===== config.mk =====
export PLATFORM = sky130hd
export DESIGN_NAME = cache_ctrl
export DESIGN_NICKNAME = d
export VERILOG_FILES = /design/src/rtl/cache_ctrl.sv
export SDC_FILE = /design/constraint.sdc
export NUM_CORES = 2
export LEC_CHECK = 0
export ABC_AREA = 1
export BUFFER_PORTS_ARGS = -buffer_cell sky130_fd_sc_hd__buf_4
export CORE_MARGIN = 4
export CORE_UTILIZATION = 60
export DETAILED_ROUTE_END_ITERATION = 6
export PLACE_DENSITY_LB_ADDON = 0.15
export SLEW_MARGIN = 30
export SYNTH_ARGS = -nofsm -noshare
export SYNTH_HDL_FRONTEND = slang
export SYNTH_SLANG_ARGS = --single-unit
export TNS_END_PERCENT = 1

===== constraint.sdc =====
create_clock -name clk -period 5.6 [get_ports clk]
set_input_delay 0 -clock clk [delete_from_list [all_inputs] [get_ports clk]]
set_output_delay 0 -clock clk [all_outputs]
set_load 0.03 [all_outputs]

===== src/rtl/cache_ctrl.sv =====
// cache_ctrl: direct-mapped, write-through, no-write-allocate cache controller.
// 256 lines x 4 bytes. Valid bits and tags live here; line data lives in an
// external byte-wide data RAM that returns read data on the falling edge of
// the cycle it is enabled.
module cache_ctrl #(
  parameter int TAG_W = 6
) (
  input  logic        clk,
  input  logic        rst_n,
  input  logic        cpu_req,
  input  logic        cpu_rw,
  input  logic [15:0] cpu_addr,
  input  logic [7:0]  cpu_wdata,
  output logic [7:0]  cpu_rdata,
  output logic        cpu_ready,
  output logic        mem_req,
  output logic        mem_we,
  output logic [15:0] mem_addr,
  output logic [7:0]  mem_wdata,
  input  logic [31:0] mem_rdata,
  input  logic        mem_ack,
  output logic        ram_en,
  output logic        ram_rw,
  output logic [7:0]  ram_index,
  output logic [1:0]  ram_byte,
  output logic [7:0]  ram_wdata,
  input  logic [7:0]  ram_rdata
);

  typedef enum logic [2:0] {
    ST_IDLE   = 3'd0,
    ST_LOOKUP = 3'd1,
    ST_FILL   = 3'd2,
    ST_WLINE  = 3'd3,
    ST_WMEM   = 3'd4,
    ST_RESP   = 3'd5
  } state_t;

  state_t r_state;
  state_t w_next;

  // Request latched at acceptance; everything after IDLE works from these.
  logic [15:0]      r_addr;
  logic             r_rw;
  logic [7:0]       r_wdata;

  // Directory: valid bits are reset, tags are not (a cleared valid bit is
  // enough to make every line miss).
  logic [255:0]     r_valid;
  logic [TAG_W-1:0] r_tag [256];

  // Fill line buffer, byte counter for the line write, and the read result.
  logic [31:0]      r_line;
  logic [1:0]       r_cnt;
  logic [7:0]       r_rdata;

  logic [TAG_W-1:0] w_tag;
  logic [7:0]       w_index;
  logic [1:0]       w_byte;
  logic             w_hit;
  logic             w_last_byte;

  assign w_tag       = TAG_W'(r_addr[15:10]);
  assign w_index     = r_addr[9:2];
  assign w_byte      = r_addr[1:0];
  assign w_hit       = r_valid[w_index] && (r_tag[w_index] == w_tag);
  assign w_last_byte = (r_cnt == 2'd3);
  assign cpu_rdata   = r_rdata;

  // State register; reset aborts whatever operation is in flight.
  always_ff @(posedge clk or negedge rst_n) begin
    if (!rst_n) begin
      r_state <= ST_IDLE;
    end else begin
      r_state <= w_next;
    end
  end

  // Next-state and output decode; all outputs derive from registered state.
  always_comb begin
    w_next    = r_state;
    cpu_ready = 1'b0;
    mem_req   = 1'b0;
    mem_we    = 1'b0;
    mem_addr  = 16'h0000;
    mem_wdata = 8'h00;
    ram_en    = 1'b0;
    ram_rw    = 1'b0;
    ram_index = w_index;
    ram_byte  = w_byte;
    ram_wdata = r_wdata;
    case (r_state)
      ST_IDLE: begin
        if (cpu_req) begin
          w_next = ST_LOOKUP;
        end else begin
          w_next = ST_IDLE;
        end
      end
      ST_LOOKUP: begin
        if (r_rw) begin
          if (w_hit) begin
            // Read hit: RAM answers on this cycle's falling edge.
            ram_en = 1'b1;
            ram_rw = 1'b1;
            w_next = ST_RESP;
          end else begin
            w_next = ST_FILL;
          end
        end else begin
          if (w_hit) begin
            // Write hit updates only the addressed byte of the line.
            ram_en = 1'b1;
            ram_rw = 1'b0;
          end else begin
            // No write-allocate: a write miss never touches the RAM.
            ram_en = 1'b0;
          end
          w_next = ST_WMEM;
        end
      end
      ST_FILL: begin
        mem_req  = 1'b1;
        mem_we   = 1'b0;
        mem_addr = {r_addr[15:2], 2'b00};
        if (mem_ack) begin
          w_next = ST_WLINE;
        end else begin
          w_next = ST_FILL;
        end
      end
      ST_WLINE: begin
        ram_en    = 1'b1;
        ram_rw    = 1'b0;
        ram_byte  = r_cnt;
        ram_wdata = r_line[{r_cnt, 3'b000} +: 8];
        if (w_last_byte) begin
          w_next = ST_RESP;
        end else begin
          w_next = ST_WLINE;
        end
      end
      ST_WMEM: begin
        mem_req   = 1'b1;
        mem_we    = 1'b1;
        mem_addr  = r_addr;
        mem_wdata = r_wdata;
        if (mem_ack) begin
          w_next = ST_RESP;
        end else begin
          w_next = ST_WMEM;
        end
      end
      ST_RESP: begin
        cpu_ready = 1'b1;
        w_next    = ST_IDLE;
      end
      default: begin
        w_next = ST_IDLE;
      end
    endcase
  end

  // Datapath: request latch, line buffer, byte counter, valid bits, read data.
  always_ff @(posedge clk or negedge rst_n) begin
    if (!rst_n) begin
      r_addr  <= 16'h0000;
      r_rw    <= 1'b0;
      r_wdata <= 8'h00;
      r_valid <= 256'd0;
      r_line  <= 32'h0000_0000;
      r_cnt   <= 2'd0;
      r_rdata <= 8'h00;
    end else begin
      case (r_state)
        ST_IDLE: begin
          if (cpu_req) begin
            r_addr  <= cpu_addr;
            r_rw    <= cpu_rw;
            r_wdata <= cpu_wdata;
          end
        end
        ST_LOOKUP: begin
          r_cnt <= 2'd0;
          if (r_rw && w_hit) begin
            r_rdata <= ram_rdata;
          end
        end
        ST_FILL: begin
          if (mem_ack) begin
            r_line <= mem_rdata;
          end
        end
        ST_WLINE: begin
          r_cnt <= r_cnt + 2'd1;
          if (w_last_byte) begin
            // Line becomes valid only once all four bytes are in the RAM.
            r_valid[w_index] <= 1'b1;
            r_rdata          <= r_line[{w_byte, 3'b000} +: 8];
          end
        end
        default: begin
        end
      endcase
    end
  end

  // Tag store: written together with the valid bit at the end of a line fill.
  always_ff @(posedge clk) begin
    if ((r_state == ST_WLINE) && w_last_byte) begin
      r_tag[w_index] <= w_tag;
    end
  end

endmodule


==> results.toml <==
[final_layout]
final_cells = 9165
area_growth_syn_to_layout_pct = 13.5
finish.net_count = 7422
utilization_pct = 68.7
n_fill_cell = 9033
final_cell_mix = "nand2_1 (3257), edfxtp_1 (1536), nor2_1 (539), dfrtp_1 (318), buf_4 (207)"
drive_gt1_share_pct = 10.0
layout_commonest_cell = "nand2_1"

[power_and_ir_drop]
p_switching_mw = 16.5
comb_power_share_pct = 32.0
powerDensity_nw_per_um2 = 503
p_int_mw = 27.1
leakage_nw = 35.1
p_sw_share_pct = 37.8
totalPowerFinal_mw = 43.5
irDropWorstVdd_v = 0.000643
p_seq_share_pct = 40.2
p_clk_share_pct = 27.8

[grt]
grt_pass1_wl_um = 319000
grt_antenna_before_repair = 10
grt_overflow = 0
grt_pass1_vias = 52110
grt.total_usage_pct = 32.0
grt_start_max_net_pins = 221

[floorplanning]
design.core.area_um2 = 126000
dieHeight_um = 364
io_pins = 124
die_w_um = 364
rows = 130
die_area_um2 = 133000
initial_core_util_pct = 60.6

[clocking]
clk-insertion-delay-late_ns = 0.83
cts.clk_slew.worst_paths_ns = 0.07
cts_root_buf = "clkbuf_16"
clockBufferDepth = 3
cts_tree = "done"
h-tree-depth = 4
clkSinkCount = 1862
numCtsBuffers = 183

[timing]
final.setup.tns_ns = 0
worst_pin_slew_ns = 1.05
period_share_pct = 96.0
relSlewSlack_pct = 30.3
hold_ws_ns = 0.104
timing.final.setup_violations = 0
rsz0062_at_grt = "false"
slew_violations = 0
clock_skew_ns = 0.0311
min_period_ns = 5.37
final_hold_viol_count = 0
max_freq_ghz = 0.186

[detailed_routing]
topRoutingLayerUsed = "met5"
drt-total-wl_um = 213000
met2_length_um = 97200
drcViolationCount = 0
wl_met1_um = 83700
route.vias.total = 53608
viasPerCell = 5.85
ant_nets = 0
route.met3.wl_um = 22600
drtPass1Iterations = 6
dr.first_iter.drc_count = 6794
wl_per_cell_um = 23.2

[synthesis]
syn_area_um2 = 76200
ys_seq_area_share_pct = 71.2
synth_cells = 7159
ys_warn_count = 0
synth_fp_nets = 7229
syn_avg_cell_area_um2 = 10.6
synth_cell_type_count = 29
ys_ff_latch = 1862

[setup_path]
path_class = "flip-flop to output port"
r2r_start = "r_addr[2]$_DFFE_PN0P_"
reg2reg_slack_ns = 0.93
cp_max_fo = 96
max_stage_delay_ns = 0.72
crit_path_cell_trace = "nand2_2 -> inv_8 -> buf_4 -> nand2_1 -> nand4_1 -> nand2_1 -> nand2_1 -> o21ai_1 -> nand2_1 -> nor2_1 -> nor2_1 -> nor2_1 -> nand2_1 -> nand2_1 -> nand2_1 -> nor2_1 -> nand2_1 -> o21ai_0 -> buf_4"
worstRegToRegCells = 21
critPathSlowestCell = "dfrtp_4"
crit_path_end_kind = "output port"
start_kind = "flip-flop"
r2r_end = "cpu_rdata[0]$_DFFE_PN0P_"
critPathArrivalTime_ns = 5.37
required_ns = 5.60
critPathMostFrequentCell = "nand2_1"

[outcome]
status = "completed"

[worst_hold_path]
worstHoldStart = "ram_rdata[5]"
hold_path_class = "input pin to flip-flop"
worst_hold_path.endpoint = "cpu_rdata[5]$_DFFE_PN0P_"
whs_path_depth = 6

[placement]
hpwl_um = 117000
dp.cells = 8658
gp_congestion = 0.885
io_buffers = 123

[flow_run]
drv_cap = 0
[registers in the layout, indices dropped and copies added (netlist names)]
signal and cells:
cpu_rdata 8, r_addr 16, r_cnt 2, r_line 32
r_rw 1, r_state 3, r_tag 1536, r_valid 256
r_wdata 8
[what timing repair did]
item / in CTS / in global routing
gates resized for setup: 0 / 2
hold buffers: 155 / 0
endpoints found under the setup margin: 0 / 2
setup buffers: 0 / 1
endpoints found under the hold margin: 392 / 0
[synth_stat cells]
| cell type | n | area (µm²) |
|---|---|---|
| o22ai_1 | 29 | 181 |
| ha_1 | 1 | 12.5 |
| inv_2 | 7 | 26.3 |
| nand3_1 | 143 | 716 |
| a22oi_1 | 64 | 480 |
| nand3_2 | 1 | 10.0 |
| nor2_2 | 1 | 6.26 |
| o21ai_1 | 109 | 546 |
| o21bai_1 | 1 | 7.51 |
| nor3_1 | 2 | 10.0 |
| nand2_2 | 1 | 6.26 |
| buf_2 | 109 | 546 |
| nand4_1 | 89 | 557 |
| o21ai_0 | 190 | 951 |
| buf_4 | 10 | 75.1 |
| inv_1 | 140 | 526 |
| clkinv_1 | 5 | 18.8 |
| mux2_2 | 25 | 282 |
| nor2_4 | 1 | 11.3 |
| a21oi_1 | 117 | 586 |
| edfxtp_1 | 1536 | 46100 |
| clkbuf_1 | 215 | 807 |
| nand2_4 | 2 | 22.5 |
| or2_2 | 166 | 1040 |
| buf_6 | 2 | 22.5 |
| nand2_1 | 3273 | 12300 |
| nor2_1 | 546 | 2050 |
| buf_1 | 48 | 180 |
| dfrtp_1 | 326 | 8160 |
[critical path, delay by kind of cell, from the launching register on]
family,cells,cell delay [ns]
AOI/OAI and AO/OA,2,0.62
buffers and inverters,3,0.81
DFF,1,0.72
and+or+nand+nor,14,2.36
[cell type report]
cell class	count	area, µm²	share of cell area [%]
antenna	3	7.51	0.00867
clock buffer	259	5200	6.00
timing repair buffer	392	3740	4.32
sequential	1862	54300	62.8
clock inverter	86	758	0.876
tap	1650	2060	2.39
inverter	152	604	0.698
multi-input combinational	4761	19900	23.0
[metrics by stage]
step / setup WS, ns / area, µm²
3_5_place_dp: 0.952 / 78900
3_3_place_gp: 0.968 / 78900
4_1_cts: 0.177 / 86400
6_report: 0.226 / 86500
2_1_floorplan: 0.867 / 76200
5_1_grt: 0.154 / 86500
[worst max path at each step]
stage               slack (ns)  depth (start not counted)              startpoint                       end
floorplan                 0.87                          6  r_addr[11]$_DFFE_PN0P_                    ram_en
global placement          0.97                         21   r_addr[2]$_DFFE_PN0P_  cpu_rdata[6]$_DFFE_PN0P_
detailed placement        0.95                         21   r_addr[2]$_DFFE_PN0P_  cpu_rdata[0]$_DFFE_PN0P_
CTS                       0.18                         19   r_addr[2]$_DFFE_PN0P_                    ram_en
global route              0.15                         19   r_addr[2]$_DFFE_PN0P_                    ram_en
finish                    0.23                         19   r_addr[2]$_DFFE_PN0P_                    ram_en
[logic make-up (layout without fill, tap and decap cells)]
group / Yosys count / in the layout / share of synthesized area [%]
AND/OR/NAND/NOR: 4225 / 4225 / 21.9
other: 0 / 3 / 0
multiplexers: 25 / 25 / 0.369
buffers and inverters: 536 / 889 / 2.89
adder cells (fa/ha/maj): 1 / 1 / 0.0164
AO/OA/AOI/OAI: 510 / 510 / 3.61
flip-flops: 1862 / 1862 / 71.2
[power groups by stage]
stage,combinational [mW],clock (mW),sequential [mW]
after floorplan,7.51,0,18.4
after global placement,13.1,0,17.8
after detailed placement,13.2,0,17.9
after CTS,13.5,12.2,17.6
after global routing,15.0,12.8,17.6
final,13.9,12.1,17.5
[layer usage]
metal,GRT usage [%],vias up
met5,0,-
met1,44.4,25914
li1,-,24152
met4,13.4,4
met3,6.56,480
met2,50.0,3058
Power figures use the tool's default switching activity.
